**src/rtl/op_arbiter.sv**
```systemverilog
// Two-requester round-robin front end for a shared datapath with one-cycle latency.
// Each requester owns a single result slot; an op is issued only when its slot is free when the result lands.
module op_arbiter #(
    parameter int NUM_SIZE      = 32,
    parameter int CMD_SIZE_LOG2 = 3,
    parameter int NOOP_CMD      = 0
) (
    input  logic                          clk,
    input  logic                          reset,
    input  logic                          req0_valid,
    output logic                          req0_ready,
    input  logic [NUM_SIZE-1:0]           req0_in1,
    input  logic [NUM_SIZE-1:0]           req0_in2,
    input  logic [(2**CMD_SIZE_LOG2)-1:0] req0_cmd,
    input  logic                          req1_valid,
    output logic                          req1_ready,
    input  logic [NUM_SIZE-1:0]           req1_in1,
    input  logic [NUM_SIZE-1:0]           req1_in2,
    input  logic [(2**CMD_SIZE_LOG2)-1:0] req1_cmd,
    output logic                          rsp0_valid,
    input  logic                          rsp0_ready,
    output logic [NUM_SIZE-1:0]           rsp0_data,
    output logic                          rsp1_valid,
    input  logic                          rsp1_ready,
    output logic [NUM_SIZE-1:0]           rsp1_data,
    output logic [NUM_SIZE-1:0]           alu_in1,
    output logic [NUM_SIZE-1:0]           alu_in2,
    output logic [(2**CMD_SIZE_LOG2)-1:0] alu_cmd,
    input  logic [NUM_SIZE-1:0]           alu_out,
    output logic [15:0]                   op_count
);

    localparam int CW = 2**CMD_SIZE_LOG2;
    localparam logic [CW-1:0] NOOP = CW'(NOOP_CMD);

    // Handshakes: a transfer happens on a rising edge where valid and ready are both high;
    // ready never depends on the same-side data, and a response stays stable until taken.

    logic                s1_valid_q, s1_tag_q;
    logic                s2_valid_q, s2_tag_q;
    logic [NUM_SIZE-1:0] alu_in1_q, alu_in2_q;
    logic [CW-1:0]       alu_cmd_q;
    logic [1:0]          slot_valid_q;
    logic [NUM_SIZE-1:0] slot0_data_q, slot1_data_q;
    logic                last_grant_q;
    logic [15:0]         op_count_q;

    logic [1:0]          in_pipe, drain, eligible, cand, grant;
    logic                accept;

    // A requester with an op in S1 or S2 must wait: its slot would be written twice otherwise.
    always_comb begin
        in_pipe = 2'b00;
        if (s1_valid_q) in_pipe[s1_tag_q] = 1'b1;
        if (s2_valid_q) in_pipe[s2_tag_q] = 1'b1;
    end

    assign drain    = slot_valid_q & {rsp1_ready, rsp0_ready};
    assign eligible = ~in_pipe & (~slot_valid_q | drain) & {2{~reset}};
    assign cand     = eligible & {req1_valid, req0_valid};

    // last_grant_q names the requester that won most recently; the other one wins a tie.
    assign grant[0] = cand[0] & (~cand[1] | last_grant_q);
    assign grant[1] = cand[1] & (~cand[0] | ~last_grant_q);
    assign accept   = |grant;

    assign req0_ready = grant[0];
    assign req1_ready = grant[1];

    always_ff @(posedge clk) begin
        if (reset) begin
            s1_valid_q   <= 1'b0;
            s1_tag_q     <= 1'b0;
            s2_valid_q   <= 1'b0;
            s2_tag_q     <= 1'b0;
            alu_in1_q    <= '0;
            alu_in2_q    <= '0;
            alu_cmd_q    <= NOOP;
            slot_valid_q <= 2'b00;
            slot0_data_q <= '0;
            slot1_data_q <= '0;
            last_grant_q <= 1'b1;
            op_count_q   <= 16'd0;
        end else begin
            s1_valid_q <= accept;
            s1_tag_q   <= grant[1];
            s2_valid_q <= s1_valid_q;
            s2_tag_q   <= s1_tag_q;

            if (grant[0]) begin
                alu_in1_q <= req0_in1;
                alu_in2_q <= req0_in2;
                alu_cmd_q <= req0_cmd;
            end else if (grant[1]) begin
                alu_in1_q <= req1_in1;
                alu_in2_q <= req1_in2;
                alu_cmd_q <= req1_cmd;
            end else begin
                alu_in1_q <= '0;
                alu_in2_q <= '0;
                alu_cmd_q <= NOOP;
            end

            if (accept) last_grant_q <= grant[1];

            if (s2_valid_q && !s2_tag_q) begin
                slot_valid_q[0] <= 1'b1;
                slot0_data_q    <= alu_out;
            end else if (drain[0]) begin
                slot_valid_q[0] <= 1'b0;
            end

            if (s2_valid_q && s2_tag_q) begin
                slot_valid_q[1] <= 1'b1;
                slot1_data_q    <= alu_out;
            end else if (drain[1]) begin
                slot_valid_q[1] <= 1'b0;
            end

            if (s2_valid_q) op_count_q <= op_count_q + 16'd1;
        end
    end

    // Outputs read as reset values for every cycle reset is high, including the first.
    assign rsp0_valid = slot_valid_q[0] & ~reset;
    assign rsp1_valid = slot_valid_q[1] & ~reset;
    assign rsp0_data  = reset ? '0 : slot0_data_q;
    assign rsp1_data  = reset ? '0 : slot1_data_q;
    assign alu_in1    = reset ? '0 : alu_in1_q;
    assign alu_in2    = reset ? '0 : alu_in2_q;
    assign alu_cmd    = reset ? NOOP : alu_cmd_q;
    assign op_count   = reset ? 16'd0 : op_count_q;

endmodule

```
**config.mk**
```make
export PLATFORM = sky130hd
export DESIGN_NAME = op_arbiter
export DESIGN_NICKNAME = d
export VERILOG_FILES = /design/src/rtl/op_arbiter.sv
export SDC_FILE = /design/constraint.sdc
export NUM_CORES = 1
export LEC_CHECK = 0
export ABC_CLOCK_PERIOD_IN_PS = 2500
export BUFFER_PORTS_ARGS = -buffer_cell sky130_fd_sc_hd__buf_2
export CAP_MARGIN = 20
export CELL_PAD_IN_SITES_DETAIL_PLACEMENT = 0
export CELL_PAD_IN_SITES_GLOBAL_PLACEMENT = 1
export CORE_MARGIN = 8
export CORE_UTILIZATION = 35
export CTS_BUF_LIST = sky130_fd_sc_hd__clkbuf_8
export CTS_CLUSTER_DIAMETER = 100
export DETAILED_ROUTE_END_ITERATION = 10
export GPL_ROUTABILITY_DRIVEN = 0
export PLACE_DENSITY_LB_ADDON = 0.1
export SLEW_MARGIN = 0
export SYNTH_ARGS = -nofsm -noshare
export SYNTH_HDL_FRONTEND = slang
export SYNTH_SLANG_ARGS = --single-unit
```
**constraint.sdc**
```tcl
create_clock -name clk -period 2.5 [get_ports clk]
set_input_delay 0.125 -clock clk [delete_from_list [all_inputs] [get_ports clk]]
set_output_delay 0.125 -clock clk [all_outputs]
set_load 0.03 [all_outputs]
```
==> results of run 1 <==
-- report_power, final --
group,total [mW],internal (mW),switching (mW)
Combinational,1.04,0.518,0.523
Sequential,2.70,2.67,0.0394
Clock,1.81,0.853,0.952
Total,5.55,4.04,1.51
-- cell usage after synthesis, drive strengths merged --
cell type and n:
a22o 72, clkbuf 34, nor3 1, mux2 4, a2111o 1, dfxtp 159
xor2 8, o21ai 1, a21oi 68, ha 1, nand2b 4, buf 24
nor4 1, and3 3, a211o 1, o21a 1, nand3 4, nand2 135
nor2b 159, mux2i 1, nor2 18, and4 3, or3 1, nand4 9
xnor2 2, and2 2
-- flip-flops by register name (all words and copies together), names as in the netlist --
register / cells
alu_in1_q: 32
alu_in2_q: 32
slot0_data_q: 32
slot1_data_q: 32
op_count_q: 16
alu_cmd_q: 8
slot_valid_q: 2
last_grant_q: 1
s1_tag_q: 1
s1_valid_q: 1
s2_tag_q: 1
s2_valid_q: 1
-- layout make-up --
cell class / instances / area, µm²
Antenna cell: 3 / 7.51
Clock buffer: 20 / 275
Clock inverter: 11 / 91.3
Fill cell: 1668 / 7630
Multi-Input combinational cell: 500 / 2930
Sequential cell: 159 / 3180
Tap cell: 229 / 287
Timing Repair Buffer: 524 / 3570
-- critical path: stages (launching register included) --
cell           delay (ns)
dfxtp_1              0.34
and2_1               0.17
a2111o_1             0.48
a21oi_4              0.16
buf_6                0.38
a22o_1               0.21
dlygate4sd3_1        0.55
-- metal layers --
layer	global-route usage, %	vias up
met3	7.35	32
met5	0	-
met2	36.4	227
met4	7.92	0
met1	21.3	3052
li1	-	3343
-- placed cells by master, fill, tap and decap left out, types with 7 or more instances in the layout --
| cell type | netlist | layout |
|---|---|---|
| a22o_1 | 72 | 72 |
| buf_2 | 2 | 336 |
| nand2_1 | 135 | 135 |
| buf_4 | 7 | 7 |
| dlygate4sd3_1 | 0 | 177 |
| a21oi_1 | 68 | 67 |
| nor2b_1 | 159 | 158 |
| xor2_1 | 8 | 8 |
| nand4_1 | 9 | 9 |
| clkbuf_8 | 0 | 20 |
| dfxtp_1 | 159 | 159 |
| nor2_1 | 18 | 18 |
-- worst paths after layout --
path | startpoint | end | slack, ns | cells after the start
setup / recovery | s2_tag_q | alu_cmd_q[2] | 0.14 | 6
hold / removal | rsp0_ready | slot_valid_q[0] | 0.03 | 3
setup reg to reg | s2_tag_q | alu_cmd_q[2] | 0.14 | 6
hold reg to reg | slot0_data_q[26] | slot0_data_q[26] | 0.45 | 2
-- repair_timing --
item | 4_1_cts | 5_1_grt
setup endpoints to repair | 0 | 15
hold endpoints to repair | 137 | 0
hold buffers | 177 | 0
resized for setup | 0 | 2
-- logic make-up (layout without fill, tap and decap cells) --
logic type / count (synthesis) / after routing / share of synthesized area [%]
simple gates: 340 / 340 / 27.3
flops: 159 / 159 / 49.8
compound gates: 144 / 144 / 15.7
buf+inv: 58 / 555 / 4.79
xor+xnor: 10 / 10 / 1.37
mux: 5 / 5 / 0.861
fa+ha+maj: 1 / 1 / 0.196
other cells: 0 / 3 / 0
==> impl_results.md, run 1 <==
* Depth of the CTS H-tree at 4
* Top sig layer: met4
* CTS Buffer Depth at 2
* Die width at 151 µm
* Routed vias/inst at 4.60
* CTS Sinks at 159
* WL met1 at 9180 µm
* Via count at 6654
* Final Max Slew Viols at 0
* DP Worst Slack at 0.454 ns
* P&R area growth vs syn at 61.7%
* Minimum clock period at 2.36 ns
* Warnings, synthesis at 0
* Hold WC Path Type: in -> reg
* Final worst-path setup slack at 0.145 ns
* Hold violation count in the final report at 0
* Met2 Wirelength at 12400 µm
* Final Power at 5.55 mW
* # rows at 49
* First-pass GRT wire length at 36100 µm
* Fmax at 425 MHz
* Status: finished, final reports clean
* #FFs+latches synth at 159
* Placed Instances at 1235
* Post-Synthesis Cell Area at 0.00639 mm²
* Buffers on Ports at 337
* Worst rel slew slack at 43.9%
* First-pass DRT Iterations at 5
* Largest net degree at the start of global routing at 128
* Placement Cell Area at 0.00818 mm²
* WL met3 at 2070 µm
* Dpl hpwl at 16500 µm
* Final setup violation count at 0
* Max_cap viols at 0
* Pleak at 4.86 nW
* Post-route ant nets at 0
* CTS buffer count at 17
* PD cells at 537 mW/mm²
* Crit Path Max Fanout at 54
* Sequential element share of the synthesized area at 49.8%
* Root Driver: clkbuf_8
* Slew at the pin closest to its max-slew limit at 0.842 ns
* Starting density of the core at 35.6%
* Area contributors post-synth: dfxtp_1, nor2b_1, a22o_1
* I/O Pins at 338
* Vias in the first global route at 6877
* Tcrit/Tclk final at 94.2%
* Final TNS setup at 0 ns
* RSZ-0062 raised after global routing: no
* Hold Slack at 0.0335 ns
* Worst-path clk slew at 0.08 ns
* Critical Path RT at 2.88 ns
* Drt first-iter violations at 286
* Syn Area/Cell at 8.92 µm²
* Crit path arrival time at 2.74 ns
* Synth area leader: dfxtp_1
* GR Overflow Total at 0
* Crit path launch type: flip-flop
* Post-Synthesis Net Count at 900
* Synth unique cells at 29
* Kind of critical path: reg -> reg
* Clock Skew at 0.0141 ns
* Synth Instances at 717
* Initial antenna violation count at 2
* Die footprint at 0.0228 mm²
* Post-CTS setup buffer count at 0
* Cell area after layout at 0.0103 mm²
* Post-Layout Cell Count at 1446
* GRT Util Overall at 20.3%
* Final core utilization at 57.5%
* Worst-Skew Late Latency at 0.44 ns
* # DRC at 0
* Maximum vdd ir drop at 0.000317 V
* Worst setup EP type: flip-flop
* CTS tree: yes
* Die H at 151 µm
* CORE AREA at 0.0180 mm²
* Final nets at 1385
* Final Routed Wirelength at 24100 µm
* Yosys top cell area share at 49.8%
* Layout cells sized above 1 at 31.6%
* WL/cell at 16.7 µm
Note: power is estimated with default switching activity, not from simulation.
==> run 2, diff against run 1 <==
ABC_CLOCK_PERIOD_IN_PS = 2590   (was 2500)
CORE_UTILIZATION = 33   (was 35)
clock period = 2.59 ns   (was 2.5 ns; I/O delays follow)
==> impl_results.md, run 2 (same netlist as run 1, synthesis figures left out) <==
* GR Overflow Total at 0 (unchanged)
* Post-Layout Cell Count at 1491 (was 1446)
* Worst-Skew Late Latency at 0.45 ns (was 0.44 ns)
* Critical Path RT at 2.92 ns (was 2.88 ns)
* Drt first-iter violations at 377 (was 286)
* Starting density of the core at 33.3% (was 35.6%)
* Hold WC Path Type: in -> reg (unchanged)
* Vias in the first global route at 6884 (was 6877)
* Kind of critical path: reg -> reg (unchanged)
* Hold violation count in the final report at 0 (unchanged)
* Routed vias/inst at 4.49 (was 4.60)
* Dpl hpwl at 16800 µm (was 16500 µm)
* Maximum vdd ir drop at 0.000278 V (was 0.000317 V)
* Most frequent cells in the layout: buf_2, dlygate4sd3_1, dfxtp_1, nor2b_1, nand2_1 (unchanged)
* Final nets at 1393 (was 1385)
* CTS Buffer Depth at 2 (unchanged)
* Seq pwr share at 47.4% (was 48.7%)
* I/O Pins at 338 (unchanged)
* Slew at the pin closest to its max-slew limit at 0.999 ns (was 0.842 ns)
* Minimum clock period at 2.46 ns (was 2.36 ns)
* First-pass GRT wire length at 37200 µm (was 36100 µm)
* Worst Path Buf+Inv at 2 (unchanged)
* First-pass DRT Iterations at 6 (was 5)
* CP max-delay cell: dlygate4sd3_1 (unchanged)
* Final Max Slew Viols at 0 (unchanged)
* CTS tree: yes (unchanged)
* Critical-path cell list: and2_1 > a2111o_1 > o21a_4 > buf_12 > a22o_1 > dlygate4sd3_1 (was and2_1 > a2111o_1 > a21oi_4 > buf_6 > a22o_1 > dlygate4sd3_1)
* CORE AREA at 0.0192 mm² (was 0.0180 mm²)
* Crit path launch type: flip-flop (unchanged)
* Most common cell after layout, fill and taps aside: buf_2 (unchanged)
* Crit path arrival time at 2.79 ns (was 2.74 ns)
* Final Routed Wirelength at 24200 µm (was 24100 µm)
* Final setup violation count at 0 (unchanged)
* Die width at 155 µm (was 151 µm)
* GRT Util Overall at 19.7% (was 20.3%)
* Initial antenna violation count at 4 (was 2)
* Slowest stage delay, CP at 0.57 ns (was 0.55 ns)
* Status: finished, final reports clean (unchanged)
* Worst rel slew slack at 33.4% (was 43.9%)
* Sw frac at 26.8% (was 27.3%)
* Comb power frac at 18.9% (was 18.8%)
* Pleak at 4.99 nW (was 4.86 nW)
* P&R area growth vs syn at 64.1% (was 61.7%)
* Die H at 155 µm (was 151 µm)
* Layout cells sized above 1 at 32.0% (was 31.6%)
* Delay-heaviest family, CP: compound AO/OA/AOI/OAI gates (was buffers and inverters)
* CTS Sinks at 159 (unchanged)
* Final TNS setup at 0 ns (unchanged)
* Largest net degree at the start of global routing at 111 (was 128)
* Final Power at 5.51 mW (was 5.55 mW)
* Buffers on Ports at 337 (unchanged)
* WL/cell at 16.3 µm (was 16.7 µm)
* Clk pwr share at 33.7% (was 32.5%)
* Tcrit/Tclk final at 94.9% (was 94.2%)
* RSZ-0062 raised after global routing: no (unchanged)
* P_int at 4.03 mW (was 4.04 mW)
* Placed Instances at 1272 (was 1235)
* # DRC at 0 (unchanged)
* # rows at 51 (was 49)
* CTS buffer count at 17 (unchanged)
* Fmax at 407 MHz (was 425 MHz)
* Via count at 6697 (was 6654)
* PD cells at 525 mW/mm² (was 537 mW/mm²)
* Final worst-path setup slack at 0.132 ns (was 0.145 ns)
* Crit Path Max Fanout at 40 (was 54)
* Die footprint at 0.0241 mm² (was 0.0228 mm²)
* Psw at 1.48 mW (was 1.51 mW)
* Root Driver: clkbuf_8 (unchanged)
* DP Worst Slack at 0.575 ns (was 0.454 ns)
* Max_cap viols at 0 (unchanged)
* Worst setup EP type: flip-flop (unchanged)
* Depth of the CTS H-tree at 4 (unchanged)
* Clock Skew at 0.0110 ns (was 0.0141 ns)
* Worst-path clk slew at 0.08 ns (about the same)
* Post-route ant nets at 0 (unchanged)
* Final core utilization at 54.6% (was 57.5%)
==> run 2: worst register-to-register path, cell delays in order, from the launching register on <==
cell and delay, ns:
dfxtp_1 0.34, and2_1 0.17, a2111o_1 0.47, o21a_4 0.36, buf_12 0.23, a22o_1 0.22
dlygate4sd3_1 0.57
==> run 2: layer usage <==
metal  up-vias  routed length [µm]  track usage, %  share of wire [%]
met5         -                   0               0                  0
met4         0                 435            7.53                1.8
met3        21                2080            7.77                8.6
met2       219               12400            35.6                 51
met1      3090                9280            20.1                 38
li1       3367                   -               -                  -
==> run 2: power by group through the flow <==
stage | Sequential (mW) | Combinational (mW) | Clock [mW]
floorplan | 2.66 | 0.487 | 0
CTS | 2.61 | 1.03 | 1.90
global placement | 2.66 | 0.769 | 0
global route | 2.62 | 1.13 | 2.00
detailed placement | 2.67 | 0.769 | 0
finish | 2.61 | 1.04 | 1.86
==> run 2: cell type report <==
cell class | instances | area (µm²)
repair buffers | 532 | 3650
multi-input cells | 500 | 2930
flip-flops and latches | 159 | 3180
fillers | 1843 | 8720
well taps | 265 | 332
clock inverters | 11 | 116
diodes | 4 | 10.0
clock buffers | 20 | 275
==> run 2: final timing paths <==
| path | slack [ns] | cells after the start | endpoint | startpoint |
|---|---|---|---|---|
| worst max-delay path | 0.13 | 6 | alu_in1_q[7] | s2_tag_q |
| worst min-delay path | 0.03 | 3 | slot_valid_q[0] | rsp0_ready |
| worst max register to register | 0.13 | 6 | alu_in1_q[7] | s2_tag_q |
| worst min register to register | 0.45 | 2 | slot1_data_q[4] | slot1_data_q[4] |
==> run 2: stage by stage <==
step	hold slack (ns)	area, µm²
floorplan	0.255	6390
global placement	0.339	8230
detailed placement	0.341	8230
CTS	0.00735	10400
global route	0.0207	10500
finish	0.0259	10500
==> run 2: what timing repair did <==
| action | CTS | global route |
|---|---|---|
| endpoints found under the hold margin | 140 | 0 |
| hold buffers | 178 | 0 |
| setup buffers | 0 | 5 |
| gates resized for setup | 0 | 1 |
| endpoints found under the setup margin | 0 | 54 |
==> run 3, diff against run 2 <==
ABC_CLOCK_PERIOD_IN_PS = unset   (was 2590)
CORE_MARGIN = unset   (was 8)
==> impl_results.md, run 3 (same netlist as run 1, synthesis figures left out) <==
* Slowest stage delay, CP at 0.58 ns (was 0.57 ns)
* Pleak at 4.92 nW (was 4.99 nW)
* # DRC at 0 (unchanged)
* Worst r2r dst: alu_in1_q[19] (was alu_in1_q[7])
* Hold_sp: reset (was rsp0_ready)
* Comb power frac at 18.1% (was 18.9%)
* CORE AREA at 0.0188 mm² (was 0.0192 mm²)
* Die width at 141 µm (was 155 µm)
* Psw at 1.51 mW (was 1.48 mW)
* GRT Util Overall at 22.4% (was 19.7%)
* Worst Path Buf+Inv at 2 (unchanged)
* WL/cell at 15.1 µm (was 16.3 µm)
* Final setup violation count at 0 (unchanged)
* Worst setup EP type: flip-flop (unchanged)
* Fmax at 401 MHz (was 407 MHz)
* Routed vias/inst at 4.54 (was 4.49)
* Kind of critical path: reg -> reg (unchanged)
* Critical-path cell list: and2_1 > a2111o_1 > o21a_4 > buf_12 > a22o_1 > dlygate4sd3_1 (unchanged)
* CTS buffer count at 17 (unchanged)
* Layout fillers at 1840 (was 1843)
* CTS Buffer Depth at 2 (unchanged)
* Most common cell after layout, fill and taps aside: buf_2 (unchanged)
* First-pass GRT wire length at 34500 µm (was 37200 µm)
* Delay-heaviest family, CP: compound AO/OA/AOI/OAI gates (unchanged)
* Sw frac at 26.9% (was 26.8%)
* PD cells at 534 mW/mm² (was 525 mW/mm²)
* Critical Path RT at 2.93 ns (was 2.92 ns)
* I/O Pins at 338 (unchanged)
* Worst rel slew slack at 47.3% (was 33.4%)
* CP max-delay cell: dlygate4sd3_1 (unchanged)
* Hold WC Path Type: in -> reg (unchanged)
* Area of the multi-input gates at 0.00293 mm² (unchanged)
* Slew at the pin closest to its max-slew limit at 0.791 ns (was 0.999 ns)
* Crit path launch type: flip-flop (unchanged)
* Most frequent cells in the layout: buf_2, dlygate4sd3_1, dfxtp_1, nor2b_1, nand2_1 (unchanged)
* Vias in the first global route at 6820 (was 6884)
* Die footprint at 0.0199 mm² (was 0.0241 mm²)
* Clk pwr share at 35.2% (was 33.7%)
* Final Routed Wirelength at 22400 µm (was 24200 µm)
* Tcrit/Tclk final at 96.2% (was 94.9%)
* Status: finished, final reports clean (unchanged)
* Clock Skew at 0.0217 ns (was 0.0110 ns)
* Buffers on Ports at 337 (unchanged)
* Crit path arrival time at 2.84 ns (was 2.79 ns)
* Seq pwr share at 46.6% (was 47.4%)
* Minimum clock period at 2.49 ns (was 2.46 ns)
* P_int at 4.10 mW (was 4.03 mW)
* Worst R2R Path Depth at 6 (unchanged)
* Hold violation count in the final report at 0 (unchanged)
* Drt first-iter violations at 234 (was 377)
* Final TNS setup at 0 ns (unchanged)
* Max_cap viols at 0 (unchanged)
* Flip-flop and latch area at 0.00318 mm² (unchanged)
* Largest net degree at the start of global routing at 161 (was 111)
* Worst-path clk slew at 0.10 ns (was 0.08 ns)
* Depth of the CTS H-tree at 4 (unchanged)
* CTS Sinks at 159 (unchanged)
* Root Driver: clkbuf_8 (unchanged)
* GR Overflow Total at 0 (unchanged)
* Post-route ant nets at 0 (unchanged)
* Worst-Skew Late Latency at 0.45 ns (about the same)
* Initial antenna violation count at 1 (was 4)
* Reg2reg start: s2_tag_q (unchanged)
* Via count at 6725 (was 6697)
* Hold Path Stages at 4 (was 3)
* Final nets at 1390 (was 1393)
* Dpl hpwl at 14600 µm (was 16800 µm)
* Final core utilization at 55.7% (was 54.6%)
* First-pass DRT Iterations at 4 (was 6)
* CTS tree: yes (unchanged)
* Final Max Slew Viols at 0 (unchanged)
* Die H at 141 µm (was 155 µm)
* RSZ-0062 raised after global routing: no (unchanged)
* # rows at 50 (was 51)
* Maximum vdd ir drop at 0.000335 V (was 0.000278 V)
* Crit Path Max Fanout at 39 (was 40)
* R2r setup slk at 0.1 ns (was 0.13 ns)
* Worst Hold End: s1_valid_q (was slot_valid_q[0])
* P&R area growth vs syn at 64.1% (about the same)
* Starting density of the core at 34.0% (was 33.3%)
* Layout cells sized above 1 at 31.8% (was 32.0%)
==> run 3: cell count changes in the layout (fill, tap and decap cells not counted) <==
| cell | change |
|---|---|
| clkinv_4 | +1 |
| buf_12 | +2 |
| inv_1 | +1 |
| buf_16 | -1 |
| clkbuf_8 | -1 |
| clkinv_2 | -4 |
| bufinv_16 | +1 |
| inv_6 | +2 |
| clkinvlp_4 | +1 |
| diode_2 | -3 |
| buf_4 | -4 |
==> run 3: worst max path at each step <==
stage,slack [ns],end,startpoint,depth (start not counted)
global route,0.02,alu_in1_q[19],s2_tag_q,6
floorplan,0.83,alu_cmd_q[5],s2_tag_q,7
global placement,0.57,alu_in1_q[5],s2_tag_q,5
CTS,0.008,alu_in1_q[11],s2_tag_q,6
detailed placement,0.55,alu_in1_q[18],s2_tag_q,5
finish,0.1,alu_in1_q[19],s2_tag_q,6
==> run 3: power by group through the flow <==
stage	sequential (mW)	combinational (mW)	clock [mW]
after floorplan	2.66	0.487	0
final	2.61	1.02	1.97
after detailed placement	2.67	0.762	0
after global placement	2.66	0.763	0
after global routing	2.63	1.10	2.12
after CTS	2.61	1.00	2.02
==> run 3: layout make-up <==
class                           count  area share (%)
Timing Repair Buffer              529            34.6
Sequential cell                   159            30.3
Multi-Input combinational cell    500            27.9
Tap cell                          260            3.10
Clock buffer                       19            2.49
Clock inverter                     13            1.56
Antenna cell                        1          0.0239
==> run 3: stage by stage <==
step           setup slack [ns]  instance area (µm²)  total power, mW  cells  hold WS [ns]
2_1_floorplan             0.830                 6390             3.14    717         0.255
3_3_place_gp              0.567                 8240             3.43   1267         0.339
3_5_place_dp              0.548                 8240             3.43   1267         0.341
4_1_cts                 0.00805                10400             5.64   1477        0.0509
5_1_grt                  0.0168                10500             5.84   1481        0.0715
6_report                 0.0980                10500             5.60   1481        0.0740
==> run 3: metal layers <==
| metal | vias up | wire [µm] | share of wire [%] | global-route usage, % |
|---|---|---|---|---|
| li1 | 3359 | - | - | - |
| met2 | 220 | 11400 | 51 | 40.3 |
| met3 | 34 | 1610 | 7.2 | 7.13 |
| met4 | 0 | 464 | 2.1 | 8.58 |
| met5 | - | 0 | 0 | 0 |
| met1 | 3112 | 8830 | 40 | 24.3 |
==> run 3: what timing repair did <==
item / 4_1_cts / 5_1_grt
endpoints found under the setup margin: 0 / 18
setup buffers: 0 / 3
resized for setup: 0 / 1
hold buffers: 178 / 0
hold endpoints to repair: 138 / 0
==> run 3: worst reg2reg max path: cells and delay by family, from the launching register on <==
kind / cells / cell delay, ns
buf+inv: 2 / 0.82
simple gates: 1 / 0.17
compound gates: 3 / 1.07
flops: 1 / 0.34
